==> config.mk <==
export PLATFORM = sky130hd
export DESIGN_NAME = branch_resolve_unit
export DESIGN_NICKNAME = d
export VERILOG_FILES = /design/src/rtl/bru_pkg.sv /design/src/rtl/bru_bht.sv /design/src/rtl/branch_resolve_unit.sv
export SDC_FILE = /design/constraint.sdc
export NUM_CORES = 1
export LEC_CHECK = 0
export ABC_AREA = 1
export CORE_ASPECT_RATIO = 2
export CORE_MARGIN = 2
export CORE_UTILIZATION = 35
export DETAILED_ROUTE_END_ITERATION = 10
export MAX_ROUTING_LAYER = met4
export PLACE_DENSITY = 0.58
export SYNTH_ARGS = -nofsm -noshare
export SYNTH_HDL_FRONTEND = slang
export SYNTH_SLANG_ARGS = --single-unit
==> constraint.sdc <==
create_clock -name clk -period 2.5 [get_ports clk]
set_input_delay 0.5 -clock clk [delete_from_list [all_inputs] [get_ports clk]]
set_output_delay 0.5 -clock clk [all_outputs]
set_load 0.02 [all_outputs]
==> src/rtl/bru_pkg.sv <==
// bru_pkg: condition codes, 2-bit counter states and the saturating counter update
// shared by the branch resolution stage and its predictor table.
package bru_pkg;
    localparam logic [2:0] COND_EQ  = 3'b000;
    localparam logic [2:0] COND_NE  = 3'b001;
    localparam logic [2:0] COND_LT  = 3'b100;
    localparam logic [2:0] COND_GE  = 3'b101;
    localparam logic [2:0] COND_LTU = 3'b110;
    localparam logic [2:0] COND_GEU = 3'b111;

    localparam logic [1:0] SNT = 2'b00;
    localparam logic [1:0] WNT = 2'b01;
    localparam logic [1:0] WT  = 2'b10;
    localparam logic [1:0] ST  = 2'b11;
    localparam logic [1:0] CTR_RESET = WNT;

    function automatic logic [1:0] ctr_next(input logic [1:0] c, input logic tk);
        return tk ? ((c == ST) ? ST : c + 2'd1) : ((c == SNT) ? SNT : c - 2'd1);
    endfunction
endpackage

==> src/rtl/bru_bht.sv <==
// bru_bht: DEPTH-entry table of 2-bit saturating counters with one combinational
// read port and one synchronous update port; reads see the pre-update value.
module bru_bht
    import bru_pkg::*;
#(
    parameter int DEPTH = 64,
    localparam int IDX = $clog2(DEPTH)
) (
    input  logic           clk,
    input  logic           rst_n,
    input  logic [IDX-1:0] rd_idx,
    output logic           rd_taken,
    input  logic           upd_en,
    input  logic [IDX-1:0] upd_idx,
    input  logic           upd_taken
);
    logic [1:0] cnt_q [DEPTH];
    logic [1:0] cnt_d [DEPTH];

    assign rd_taken = cnt_q[rd_idx][1];

    always_comb begin
        cnt_d = cnt_q;
        if (upd_en) cnt_d[upd_idx] = ctr_next(cnt_q[upd_idx], upd_taken);
    end

    always_ff @(posedge clk or negedge rst_n) begin
        if (!rst_n) begin
            for (int i = 0; i < DEPTH; i++) cnt_q[i] <= CTR_RESET;
        end else begin
            cnt_q <= cnt_d;
        end
    end
endmodule

==> src/rtl/branch_resolve_unit.sv <==
// branch_resolve_unit: one-cycle branch resolution with mispredict detection and a
// 2-bit counter predictor. Define BRU_PERF_EN to add committed branch/mispredict counters.
module branch_resolve_unit
    import bru_pkg::*;
#(
    parameter int XLEN  = 32,
    parameter int DEPTH = 64,
    localparam int IDX = $clog2(DEPTH)
) (
    input  logic            clk,
    input  logic            rst_n,
    input  logic            in_valid,
    output logic            in_ready,
    input  logic [2:0]      in_cond,
    input  logic [XLEN-1:0] in_a,
    input  logic [XLEN-1:0] in_b,
    input  logic [XLEN-1:0] in_pc,
    input  logic [XLEN-1:0] in_imm,
    input  logic            in_pred_tk,
    input  logic [XLEN-1:0] in_pred_tgt,
    input  logic            flush,
    output logic            out_valid,
    input  logic            out_ready,
    output logic            out_taken,
    output logic            out_mispred,
    output logic [XLEN-1:0] out_redir_pc,
    output logic            out_illegal,
    input  logic [XLEN-1:0] pq_pc,
    output logic            pq_taken
`ifdef BRU_PERF_EN
    ,
    output logic [31:0]     perf_branches,
    output logic [31:0]     perf_mispred
`endif
);
    logic            out_valid_q, out_valid_d;
    logic            out_taken_q, out_taken_d;
    logic            out_mispred_q, out_mispred_d;
    logic            out_illegal_q, out_illegal_d;
    logic [XLEN-1:0] out_redir_q, out_redir_d;
    logic            eq, lt, ltu, illegal, taken, mispred, accept, keep;
    logic [XLEN-1:0] target, fall;

    assign in_ready = !out_valid_q || out_ready;
    assign accept   = in_valid && in_ready;
    assign keep     = accept && !flush;

    always_comb begin
        eq      = in_a == in_b;
        lt      = $signed(in_a) < $signed(in_b);
        ltu     = in_a < in_b;
        illegal = in_cond[2:1] == 2'b01;
        taken   = (in_cond == COND_EQ)  ? eq   :
                  (in_cond == COND_NE)  ? !eq  :
                  (in_cond == COND_LT)  ? lt   :
                  (in_cond == COND_GE)  ? !lt  :
                  (in_cond == COND_LTU) ? ltu  :
                  (in_cond == COND_GEU) ? !ltu : 1'b0;
        target  = in_pc + in_imm;
        fall    = in_pc + XLEN'(4);
        mispred = (taken != in_pred_tk) || (taken && target != in_pred_tgt);
        // flush wins over both a new accept and the consumer draining the result
        out_valid_d   = flush ? 1'b0 : accept ? 1'b1 : out_valid_q && !out_ready;
        out_taken_d   = keep ? taken : out_taken_q;
        out_mispred_d = keep ? mispred : out_mispred_q;
        out_illegal_d = keep ? illegal : out_illegal_q;
        out_redir_d   = keep ? (taken ? target : fall) : out_redir_q;
    end

    always_ff @(posedge clk or negedge rst_n) begin
        if (!rst_n) begin
            out_valid_q   <= 1'b0;
            out_taken_q   <= 1'b0;
            out_mispred_q <= 1'b0;
            out_illegal_q <= 1'b0;
            out_redir_q   <= '0;
        end else begin
            out_valid_q   <= out_valid_d;
            out_taken_q   <= out_taken_d;
            out_mispred_q <= out_mispred_d;
            out_illegal_q <= out_illegal_d;
            out_redir_q   <= out_redir_d;
        end
    end

    assign out_valid    = out_valid_q;
    assign out_taken    = out_taken_q;
    assign out_mispred  = out_mispred_q;
    assign out_illegal  = out_illegal_q;
    assign out_redir_pc = out_redir_q;

    bru_bht #(.DEPTH(DEPTH)) u_bht (
        .clk      (clk),
        .rst_n    (rst_n),
        .rd_idx   (IDX'(pq_pc >> 2)),
        .rd_taken (pq_taken),
        .upd_en   (keep && !illegal),
        .upd_idx  (IDX'(in_pc >> 2)),
        .upd_taken(taken)
    );

`ifdef BRU_PERF_EN
    logic [31:0] perf_br_q, perf_br_d, perf_mp_q, perf_mp_d;
    logic        commit;

    assign commit = out_valid_q && out_ready && !flush;

    always_comb begin
        perf_br_d = perf_br_q + 32'(commit);
        perf_mp_d = perf_mp_q + 32'(commit && out_mispred_q);
    end

    always_ff @(posedge clk or negedge rst_n) begin
        if (!rst_n) begin
            perf_br_q <= '0;
            perf_mp_q <= '0;
        end else begin
            perf_br_q <= perf_br_d;
            perf_mp_q <= perf_mp_d;
        end
    end

    assign perf_branches = perf_br_q;
    assign perf_mispred  = perf_mp_q;
`endif
endmodule

==> results.sh <==
export IMPL_status="finished, violations left"
export IMPL_violations="setup timing"
export IMPL_slew_violations=0
export IMPL_grt_pass1_vias=17900
export IMPL_crit_fanout=7
export IMPL_clkSlewWorstSetupHoldPaths_ns=0.07
export IMPL_power_density_nw_per_um2=454
export IMPL_wire_per_inst_microns=23.7
export IMPL_slowest_delay_ns=0.30
export IMPL_yosysSeqAreaShare_pct=31.6
export IMPL_rsz0062_at_grt="true"
export IMPL_dr_pass1_iters=6
export IMPL_slew_headroom_pct=58.1
export IMPL_maxCapViolCount=0
export IMPL_ant_nets=0
export IMPL_cts_root_buf="clkbuf_16"
export IMPL_wl_mm=75.9
export IMPL_layout_setup_ws_ns=-0.217
export IMPL_fin_crit_sh_pct=109
export IMPL_fp_row_count=100
export IMPL_synthArstFlopShare_pct=100
export IMPL_worst_ep_required_time_ns=2.90
export IMPL_cts_tree="done"
export IMPL_synth_compound_area_share_pct=10.2
export IMPL_cts_buffers=17
export IMPL_dp_hpwl_mm=51.9
export IMPL_synthSimpleGateAreaFrac_pct=38.7
export IMPL_fmax_mhz=368
export IMPL_path_cells="buf_6, buf_6, clkinv_8, buf_4, nand3_4, buf_6, o21ai_0, a221oi_1, nand2_1, nand2_1, nand2_1, nor2_4, nand2_4, o21ai_2, nand2_2, buf_6, buf_12, buf_16, nand2_4, nand2_2"
export IMPL_track_usage_pct=37.6
export IMPL_fin_skew_ns=0.0159
export IMPL_grt_start_max_net_pins=50
export IMPL_fillers=3299
export IMPL_arrival_ns=3.12
export IMPL_yosys_warnings=0
export IMPL_syn_area_per_cell_sq_um=6.35
export IMPL_hold_viol=0
export IMPL_drt_iter0_drc=1351
export IMPL_netlist_instances=2087
export IMPL_cts_sink_count=164
export IMPL_antenna_found_initial=3
export IMPL_synth_area_sq_um=13300
export IMPL_yosys_area_share_xor_xnor_pct=2.93
export IMPL_path_class="input port to flip-flop"
export IMPL_setup_viol=132
export IMPL_ys_ff_latch=164
export IMPL_syn_nets=2353
export IMPL_synth_top_family_by_area="simple AND/OR/NAND/NOR gates"
export IMPL_initial_core_util_pct=35.6
export IMPL_cp_common_cell="buf_6"
export IMPL_nNetsFinal=2993
export IMPL_end_kind="flip-flop"
export IMPL_worst_pin_slew_ns=0.624
export IMPL_peakVddDrop_mv=0.807
export IMPL_viasPerCell=5.54
export IMPL_cp_slowest_cell="a221oi_1"
export IMPL_area_delta_synth_final_pct=75.3
export IMPL_vias=17700
export IMPL_fin_total_pwr_w=0.0105
export IMPL_grt_pass1_wl_mm=105
export IMPL_hp_class="input port to flip-flop"
export IMPL_clockBufferDepth=2
export IMPL_die_w_microns=142
export IMPL_start_kind="input port"
export IMPL_die_area_sq_um=39600
export IMPL_layout_commonest_cell="nand2_1"
export IMPL_fin_hold_ws_ns=0.404
export IMPL_place_gp_congestion=1.02
export IMPL_portBuffers=212
export IMPL_drive_above_1_share_pct=39.8
export IMPL_layout_common_cells="634 x nand2_1, 369 x buf_4, 244 x inv_1, 120 x nand2_2, 108 x nor2_1"
export IMPL_drc_errors=0
export IMPL_grt_remaining_overflow=0
export IMPL_cts_htree_levels=4
export IMPL_synthFlopType="dfrtp_1"
export IMPL_num_io_pins=239
export IMPL_p_leak_nw=11.4
export IMPL_fp_dieH_microns=279
export IMPL_synth_edf_count=0
export IMPL_synthAdderAreaFrac_pct=6.19
export IMPL_worstSkewPairLatency_ns=0.47
export IMPL_fin_crit_ns=2.72
export IMPL_coreArea_sq_um=37300
export IMPL_muxShareOfSynthArea_pct=0
export IMPL_ys_types=48
[sequential cells by signal, indices dropped and copies added (netlist names)]
register      cells
out_valid         1
out_mispred       1
out_redir_pc     32
out_illegal       1
u_bht.cnt_q     128
out_taken         1
[what timing repair did]
item / in CTS / in global routing
hold endpoints to repair: 16 / 0
setup endpoints to repair: 163 / 162
buffers inserted: 45 / 37
hold buffers: 1 / 0
pin swaps: 131 / 150
resized for setup: 559 / 421
gates cloned: 25 / 8
[worst max-delay path: cells and delay by family]
family | cells | cell delay (ns)
AOI/OAI and AO/OA | 3 | 0.67
buffers and inverters | 8 | 1.09
and+or+nand+nor | 9 | 0.85
[area by class of cell]
class | count | area (sq um) | area share, %
antenna | 2 | 5.00 | 0.0215
clock inverter | 15 | 213 | 0.915
inverter | 288 | 1150 | 4.95
multi-input combinational | 1575 | 10100 | 43.6
timing repair inverter | 1 | 6.26 | 0.0269
sequential | 164 | 4180 | 18.0
clock buffer | 17 | 425 | 1.83
timing repair buffer | 680 | 6560 | 28.2
tap | 459 | 574 | 2.47
[power breakdown]
| group | switching, W | internal [W] |
|---|---|---|
| clock | 0.00141 | 0.00146 |
| sequential | 0.000130 | 0.00287 |
| combinational | 0.00252 | 0.00216 |
[metal layers]
layer	share of wire (%)	global-route usage, %	vias to the layer above
met5	0	-	-
met4	15	41.1	0
met3	7.6	7.94	561
met2	50	66.2	1062
met1	28	30.1	8141
li1	-	-	7979
[path summary, 6_finish.rpt]
| kind | from | end | slack [ns] | cells after the start |
|---|---|---|---|---|
| min in group asynchronous | rst_n | u_bht.cnt_q[127] | 0.50 | 2 |
| worst max register to register | u_bht.cnt_q[109] | u_bht.cnt_q[60] | 0.02 | 15 |
| worst max-delay path | in_pc[4] | u_bht.cnt_q[60] | -0.22 | 20 |
| max in group asynchronous | rst_n | out_redir_pc[22] | 1.28 | 3 |
| worst min register to register | u_bht.cnt_q[24] | u_bht.cnt_q[24] | 0.47 | 2 |
| worst min-delay path | in_pc[0] | out_redir_pc[0] | 0.40 | 3 |
[kinds of logic after synthesis]
kind of cell / count (synthesis)
adders and majority gates: 65
xor gates and xnor gates: 38
AOI/OAI and AO/OA: 239
and+or+nand+nor: 1233
buffers and inverters: 348
DFF: 164
[metrics by stage]
step	worst slack (ns)	area [sq um]	cells	TNS, ns	utilization, %
3_3_place_gp	-1.20	18700	3062	-159.91	50.0
4_1_cts	-0.275	21500	3163	-0.555	57.7
5_1_grt	-0.290	23200	3201	-32.59	62.3
2_1_floorplan	0.00142	13300	2087	0	-
6_report	-0.217	23200	3201	-22.04	62.3
3_5_place_dp	-1.22	18700	3062	-167.27	50.0
[Yosys cell counts, types with 17 or more instances]
cell type | n | share of area [%]
dfstp_2 | 64 | 13
clkbuf_1 | 34 | 0.96
dfrtp_1 | 100 | 19
a21oi_1 | 80 | 3.0
inv_1 | 276 | 7.8
nor2_1 | 154 | 4.4
buf_2 | 20 | 0.75
nor3_1 | 61 | 2.3
xor2_1 | 24 | 1.6
ha_1 | 64 | 6.0
nand3_1 | 152 | 5.7
nand2_1 | 794 | 22
nand3b_1 | 17 | 0.96
o21ai_0 | 90 | 3.4
nand4_1 | 37 | 1.7
No activity file was read; power rests on OpenSTA's default activity.
